File: src/rtl/mips_pkg.sv
// mips_pkg: shared opcodes, funct codes, control encodings and the D->E control bundle.
package mips_pkg;

    localparam logic [5:0] OP_RTYPE = 6'b000000;
    localparam logic [5:0] OP_ADDI  = 6'b001000;
    localparam logic [5:0] OP_DADDI = 6'b011000;
    localparam logic [5:0] OP_SLTI  = 6'b001010;
    localparam logic [5:0] OP_ANDI  = 6'b001100;
    localparam logic [5:0] OP_ORI   = 6'b001101;
    localparam logic [5:0] OP_LW    = 6'b100011;
    localparam logic [5:0] OP_LWU   = 6'b100111;
    localparam logic [5:0] OP_LB    = 6'b100000;
    localparam logic [5:0] OP_LBU   = 6'b100100;
    localparam logic [5:0] OP_LD    = 6'b110111;
    localparam logic [5:0] OP_SW    = 6'b101011;
    localparam logic [5:0] OP_SD    = 6'b111111;
    localparam logic [5:0] OP_SB    = 6'b101000;
    localparam logic [5:0] OP_BEQ   = 6'b000100;
    localparam logic [5:0] OP_BNE   = 6'b000101;
    localparam logic [5:0] OP_J     = 6'b000010;

    localparam logic [5:0] F_NOP  = 6'b000000;
    localparam logic [5:0] F_ADD  = 6'b100000;
    localparam logic [5:0] F_SUB  = 6'b100010;
    localparam logic [5:0] F_AND  = 6'b100100;
    localparam logic [5:0] F_OR   = 6'b100101;
    localparam logic [5:0] F_SLT  = 6'b101010;
    localparam logic [5:0] F_DADD = 6'b101100;
    localparam logic [5:0] F_DSUB = 6'b101110;

    typedef enum logic [3:0] {
        ALU_AND  = 4'b0000,
        ALU_OR   = 4'b0001,
        ALU_ADD  = 4'b0010,
        ALU_SUB  = 4'b0110,
        ALU_SLT  = 4'b0111,
        ALU_DADD = 4'b1010,
        ALU_DSUB = 4'b1110
    } alucontrol_t;

    typedef enum logic [2:0] {
        RT_LW  = 3'd0,
        RT_LWU = 3'd1,
        RT_LB  = 3'd2,
        RT_LBU = 3'd3,
        RT_LD  = 3'd4
    } readtype_t;

    typedef enum logic [1:0] {
        WT_WORD  = 2'd0,
        WT_DWORD = 2'd1,
        WT_BYTE  = 2'd2
    } writetype_t;

    typedef struct packed {
        logic        regwrite;
        logic        memtoreg;
        logic        memwrite;
        writetype_t  writetype;
        readtype_t   readtype;
        logic        regdst;
        logic [1:0]  alusrc;
        alucontrol_t alucontrol;
    } ctrl_t;

endpackage

File: src/rtl/maindec.sv
// maindec: combinational op/funct decode into the pipelined control bundle and D-stage controls.
module maindec
    import mips_pkg::*;
(
    input  logic [5:0] op,
    input  logic [5:0] funct,
    output ctrl_t      ctrl,
    output logic       branch,
    output logic       bne,
    output logic       jump,
    output logic       illegal
);

    always_comb begin
        ctrl    = '0;
        branch  = 1'b0;
        bne     = 1'b0;
        jump    = 1'b0;
        illegal = 1'b0;
        case (op)
            OP_RTYPE: begin
                ctrl.regwrite = 1'b1;
                ctrl.regdst   = 1'b1;
                case (funct)
                    F_ADD:   ctrl.alucontrol = ALU_ADD;
                    F_SUB:   ctrl.alucontrol = ALU_SUB;
                    F_AND:   ctrl.alucontrol = ALU_AND;
                    F_OR:    ctrl.alucontrol = ALU_OR;
                    F_SLT:   ctrl.alucontrol = ALU_SLT;
                    F_DADD:  ctrl.alucontrol = ALU_DADD;
                    F_DSUB:  ctrl.alucontrol = ALU_DSUB;
                    F_NOP:   ctrl = '0;
                    default: begin
                        ctrl    = '0;
                        illegal = 1'b1;
                    end
                endcase
            end
            OP_ADDI:  begin ctrl.regwrite = 1'b1; ctrl.alusrc = 2'd1; ctrl.alucontrol = ALU_ADD;  end
            OP_DADDI: begin ctrl.regwrite = 1'b1; ctrl.alusrc = 2'd1; ctrl.alucontrol = ALU_DADD; end
            OP_SLTI:  begin ctrl.regwrite = 1'b1; ctrl.alusrc = 2'd1; ctrl.alucontrol = ALU_SLT;  end
            OP_ANDI:  begin ctrl.regwrite = 1'b1; ctrl.alusrc = 2'd2; ctrl.alucontrol = ALU_AND;  end
            OP_ORI:   begin ctrl.regwrite = 1'b1; ctrl.alusrc = 2'd2; ctrl.alucontrol = ALU_OR;   end
            OP_LW, OP_LWU, OP_LB, OP_LBU, OP_LD: begin
                ctrl.regwrite   = 1'b1;
                ctrl.memtoreg   = 1'b1;
                ctrl.alusrc     = 2'd1;
                ctrl.alucontrol = ALU_DADD;
                ctrl.readtype   = (op == OP_LWU) ? RT_LWU :
                                  (op == OP_LB)  ? RT_LB  :
                                  (op == OP_LBU) ? RT_LBU :
                                  (op == OP_LD)  ? RT_LD  : RT_LW;
            end
            OP_SW, OP_SD, OP_SB: begin
                ctrl.memwrite   = 1'b1;
                ctrl.alusrc     = 2'd1;
                ctrl.alucontrol = ALU_DADD;
                ctrl.writetype  = (op == OP_SD) ? WT_DWORD :
                                  (op == OP_SB) ? WT_BYTE  : WT_WORD;
            end
            OP_BEQ: branch = 1'b1;
            OP_BNE: begin branch = 1'b1; bne = 1'b1; end
            OP_J:   jump = 1'b1;
            default: illegal = 1'b1;
        endcase
    end

endmodule

File: src/rtl/controller.sv
// controller: MIPS control unit; decodes in D and carries controls through D->E, E->M, M->W registers.
module controller
    import mips_pkg::*;
(
    input  logic       clk,
    input  logic       reset,
    input  logic [5:0] op,
    input  logic [5:0] funct,
    input  logic       FlushE,
    output logic       branchD,
    output logic       bneD,
    output logic       jumpD,
    output logic       illegalD,
    output logic       regwriteE,
    output logic       regwriteM,
    output logic       regwriteW,
    output logic       memtoregE,
    output logic       memtoregM,
    output logic       memtoregW,
    output logic       regdstE,
    output logic [1:0] alusrcE,
    output logic [3:0] alucontrolE,
    output logic       memwriteM,
    output logic [1:0] writetypeM,
    output logic [2:0] readtypeM
);

    ctrl_t      w_ctrl;
    ctrl_t      r_e;
    logic       r_m_regwrite, r_m_memtoreg, r_m_memwrite;
    writetype_t r_m_writetype;
    readtype_t  r_m_readtype;
    logic       r_w_regwrite, r_w_memtoreg;

    maindec u_maindec (
        .op      (op),
        .funct   (funct),
        .ctrl    (w_ctrl),
        .branch  (branchD),
        .bne     (bneD),
        .jump    (jumpD),
        .illegal (illegalD)
    );

    // FlushE turns the instruction entering E into a bubble; reset still dominates
    always_ff @(posedge clk or posedge reset) begin
        if (reset)
            r_e <= '0;
        else if (FlushE)
            r_e <= '0;
        else
            r_e <= w_ctrl;
    end

    always_ff @(posedge clk or posedge reset) begin
        if (reset) begin
            r_m_regwrite  <= 1'b0;
            r_m_memtoreg  <= 1'b0;
            r_m_memwrite  <= 1'b0;
            r_m_writetype <= WT_WORD;
            r_m_readtype  <= RT_LW;
            r_w_regwrite  <= 1'b0;
            r_w_memtoreg  <= 1'b0;
        end else begin
            r_m_regwrite  <= r_e.regwrite;
            r_m_memtoreg  <= r_e.memtoreg;
            r_m_memwrite  <= r_e.memwrite;
            r_m_writetype <= r_e.writetype;
            r_m_readtype  <= r_e.readtype;
            r_w_regwrite  <= r_m_regwrite;
            r_w_memtoreg  <= r_m_memtoreg;
        end
    end

    assign regwriteE   = r_e.regwrite;
    assign memtoregE   = r_e.memtoreg;
    assign regdstE     = r_e.regdst;
    assign alusrcE     = r_e.alusrc;
    assign alucontrolE = r_e.alucontrol;
    assign regwriteM   = r_m_regwrite;
    assign memtoregM   = r_m_memtoreg;
    assign memwriteM   = r_m_memwrite;
    assign writetypeM  = r_m_writetype;
    assign readtypeM   = r_m_readtype;
    assign regwriteW   = r_w_regwrite;
    assign memtoregW   = r_w_memtoreg;

endmodule

File: config.mk
export PLATFORM = sky130hd
export DESIGN_NAME = controller
export DESIGN_NICKNAME = d
export VERILOG_FILES = /design/src/rtl/mips_pkg.sv /design/src/rtl/maindec.sv /design/src/rtl/controller.sv
export SDC_FILE = /design/constraint.sdc
export NUM_CORES = 1
export LEC_CHECK = 0
export BUFFER_PORTS_ARGS = -buffer_cell sky130_fd_sc_hd__buf_2
export CORE_ASPECT_RATIO = 0.75
export CORE_MARGIN = 8
export CORE_UTILIZATION = 45
export CTS_CLUSTER_SIZE = 24
export DETAILED_ROUTE_END_ITERATION = 10
export GPL_ROUTABILITY_DRIVEN = 0
export PLACE_DENSITY = 0.7
export SLEW_MARGIN = 0
export SYNTH_ARGS = -nofsm -noshare
export SYNTH_HDL_FRONTEND = slang
export SYNTH_HIERARCHICAL = 1
export SYNTH_SLANG_ARGS = --single-unit
File: constraint.sdc
create_clock -name clk -period 1.55 [get_ports clk]
set_clock_uncertainty 0.1 [all_clocks]
set_input_delay 0.2325 -clock clk [delete_from_list [all_inputs] [get_ports clk]]
set_output_delay 0.2325 -clock clk [all_outputs]
set_load 0.02 [all_outputs]
==> flow_metrics.tcl <==
set metrics [dict create \
    core_area_mm2 0.00291 \
    finalHoldViolCount 0 \
    grt_pass1_vias 1241 \
    netlist_instances 139 \
    grt_remaining_overflow 0 \
    setup_tns_ns -0.0817 \
    worstSetupEndpointType "output port" \
    synth_edf_count 0 \
    peakVddDrop_uv 395 \
    fp-row-count 17 \
    syn_area_per_cell_um2 9.76 \
    rr_worst_depth 0 \
    violations "setup timing" \
    grt_usage_pct 14.1 \
    slew_headroom_pct 76.7 \
    die-area_mm2 0.00504 \
    h-tree-depth 1 \
    async_reset_ff_share_pct 100 \
    outcome "finished with violations" \
    drv_slew 0 \
    cts_tree "done" \
    fin_crit_sh_pct 105 \
    clkTransAtPathRegs_ns 0.07 \
    timing.critical_path.max_delay_family "compound AO/OA/AOI/OAI gates" \
    cts_root_buf "clkbuf_8" \
    worstPathCellList "buf_6, buf_4, a21oi_2, o21bai_1, a32oi_2, o32ai_2, buf_4" \
    clk_latency_ns 0.26 \
    die_w_um 79.4 \
    layout.nets 222 \
    final_cell_mix "36 x buf_4, 32 x buf_2, 25 x dfrtp_1, 12 x nor2_1" \
    synth_top_flop_cell "dfrtp_1" \
    cp_max_fo 8 \
    netlist_area_mm2 0.00136 \
    leakage_uw 0.00103 \
    placed_area_mm2 0.00174 \
    cp_num_buf_inv 3 \
    critPathArrivalTime_ns 1.30 \
    utilization_pct 68.4 \
    setup_ws_ns -0.0817 \
    rsz0062_at_grt "true" \
    cts_buffer_depth 2 \
    max-cap-violations 0 \
    crit_type "primary input to output port" \
    ios 38 \
    area_growth_pct 46.9 \
    crit_path_max_incr_delay_ns 0.23 \
    timing.rr.start "memtoregE" \
    whs_path_depth 2 \
    path_common_cell "buf_4" \
    worst_pin_slew_ns 0.347 \
    grt_pass1_wl_um 5780 \
    rrSetupSlack_ns 0.95 \
    drt_iter0_drc 53 \
    cts_made_buffers 3 \
    grt_max_degree 26 \
    yosys_warnings 6 \
    drive_gt1_share_pct 54.9 \
    final_common_cell "buf_4" \
    num_vias 1223 \
    r2r_end "memtoregM" \
    cp-start-kind "primary input" \
    crit_cells 7 \
    period_minus_slack_ns 1.63 \
    antenna_found_initial 0 \
    final_cell_area_mm2 0.00199 \
    synth.distinct_cells 45 \
    hold_end "r_e[8]" \
    place.port_buffers 37 \
    wl_per_cell_um 14.5 \
    slowest_stage "a32oi_2" \
    pre_cts_ws_ns -0.198 \
    drc_errors 0 \
    hpwl_um 2670 \
    ys_seq_area_share_pct 46.1 \
    drtPass1Iterations 5 \
    routed_wl_um 3530 \
    cts_sinks 25 \
    initial_utilization_pct 46.5 \
    power_density_mw_per_mm2 669 \
    min-delay-start "FlushE" \
    ant_nets 0 \
    ys_ff_latch 25 \
    clock.fmax_mhz 613 \
    syn_nets 154 \
    min_path_type "primary input to register" \
    num_antenna_cells 0 \
    totalPowerFinal_uw 1330 \
    setup_viol 1 \
    cp_data_required_time_ns 1.22 \
    die_height_um 63.5 \
    viasPerCell 5.01 \
]
cell type report:
cell class / instances / area [µm²]
Multi-Input combinational cell: 98 / 728
Clock buffer: 4 / 45.0
Timing Repair Buffer: 77 / 538
Sequential cell: 25 / 626
Inverter: 2 / 7.51
Tap cell: 38 / 47.5
Fill cell: 228 / 922
metal layers:
layer | track usage (%) | vias to the layer above | wire length [µm]
li1 | - | 608 | -
met1 | 17.8 | 544 | 1500
met2 | 21.2 | 58 | 1600
met3 | 3.68 | 13 | 311
met4 | 7.60 | 0 | 123
met5 | 0 | - | 0
synth_stat cells (all sizes together), types with 2 or more instances:
cell	n	area, µm²
nor4	5	31.3
o21ai	3	15.0
buf	8	61.3
nor3	3	15.0
a21oi	5	25.0
nand3	5	25.0
a32o	2	20.0
nor2	14	52.6
or3	2	13.8
dfrtp	25	626
nand2	9	33.8
inv	2	7.51
clkbuf	6	33.8
a32oi	2	17.5
nand4b	2	17.5
nand2b	5	31.3
and2	3	18.8
nor2b	14	113
and2b	6	50.0
state kept, by name, indices dropped and copies added (netlist names), 2 cells and up:
register / count
r_e: 6
alucontrolE: 4
readtypeM: 3
alusrcE: 2
writetypeM: 2
cells by family after synthesis:
| family | Yosys count | share of synthesized area, % |
|---|---|---|
| muxes | 1 | 0.738 |
| AOI/OAI and AO/OA | 22 | 11.5 |
| buffers and inverters | 16 | 7.56 |
| xor gates and xnor gates | 1 | 0.646 |
| and+or+nand+nor | 74 | 33.4 |
| DFF | 25 | 46.1 |
worst max path at each step:
stage / start / to / slack (ns)
2_1_floorplan: op[1] / regwriteE / 0.002
3_3_place_gp: op[3] / alucontrolE[1] / -0.14
3_5_place_dp: op[3] / alucontrolE[1] / -0.20
4_1_cts: op[5] / illegalD / -0.02
5_1_grt: op[1] / illegalD / -0.11
6_report: op[1] / illegalD / -0.08
report_power, final:
part | internal, µW | total [µW] | leakage (µW) | switching (µW)
clock network | 183 | 354 | 0.0000228 | 171
logic | 149 | 311 | 0.000662 | 162
registers | 664 | 667 | 0.000346 | 3.37
metrics by stage:
stage               hold slack (ns)  std cells
finish                        0.239        244
floorplan                     0.160        139
global route                  0.260        244
CTS                           0.237        239
detailed placement            0.186        232
global placement              0.179        232
timing repair:
item	in CTS	in global routing
setup buffers	2	5
pin swaps	5	7
setup endpoints to repair	2	3
hold buffers	1	0
gates resized for setup	17	16
endpoints found under the hold margin	25	0
Note: power is estimated with default switching activity, not from simulation.
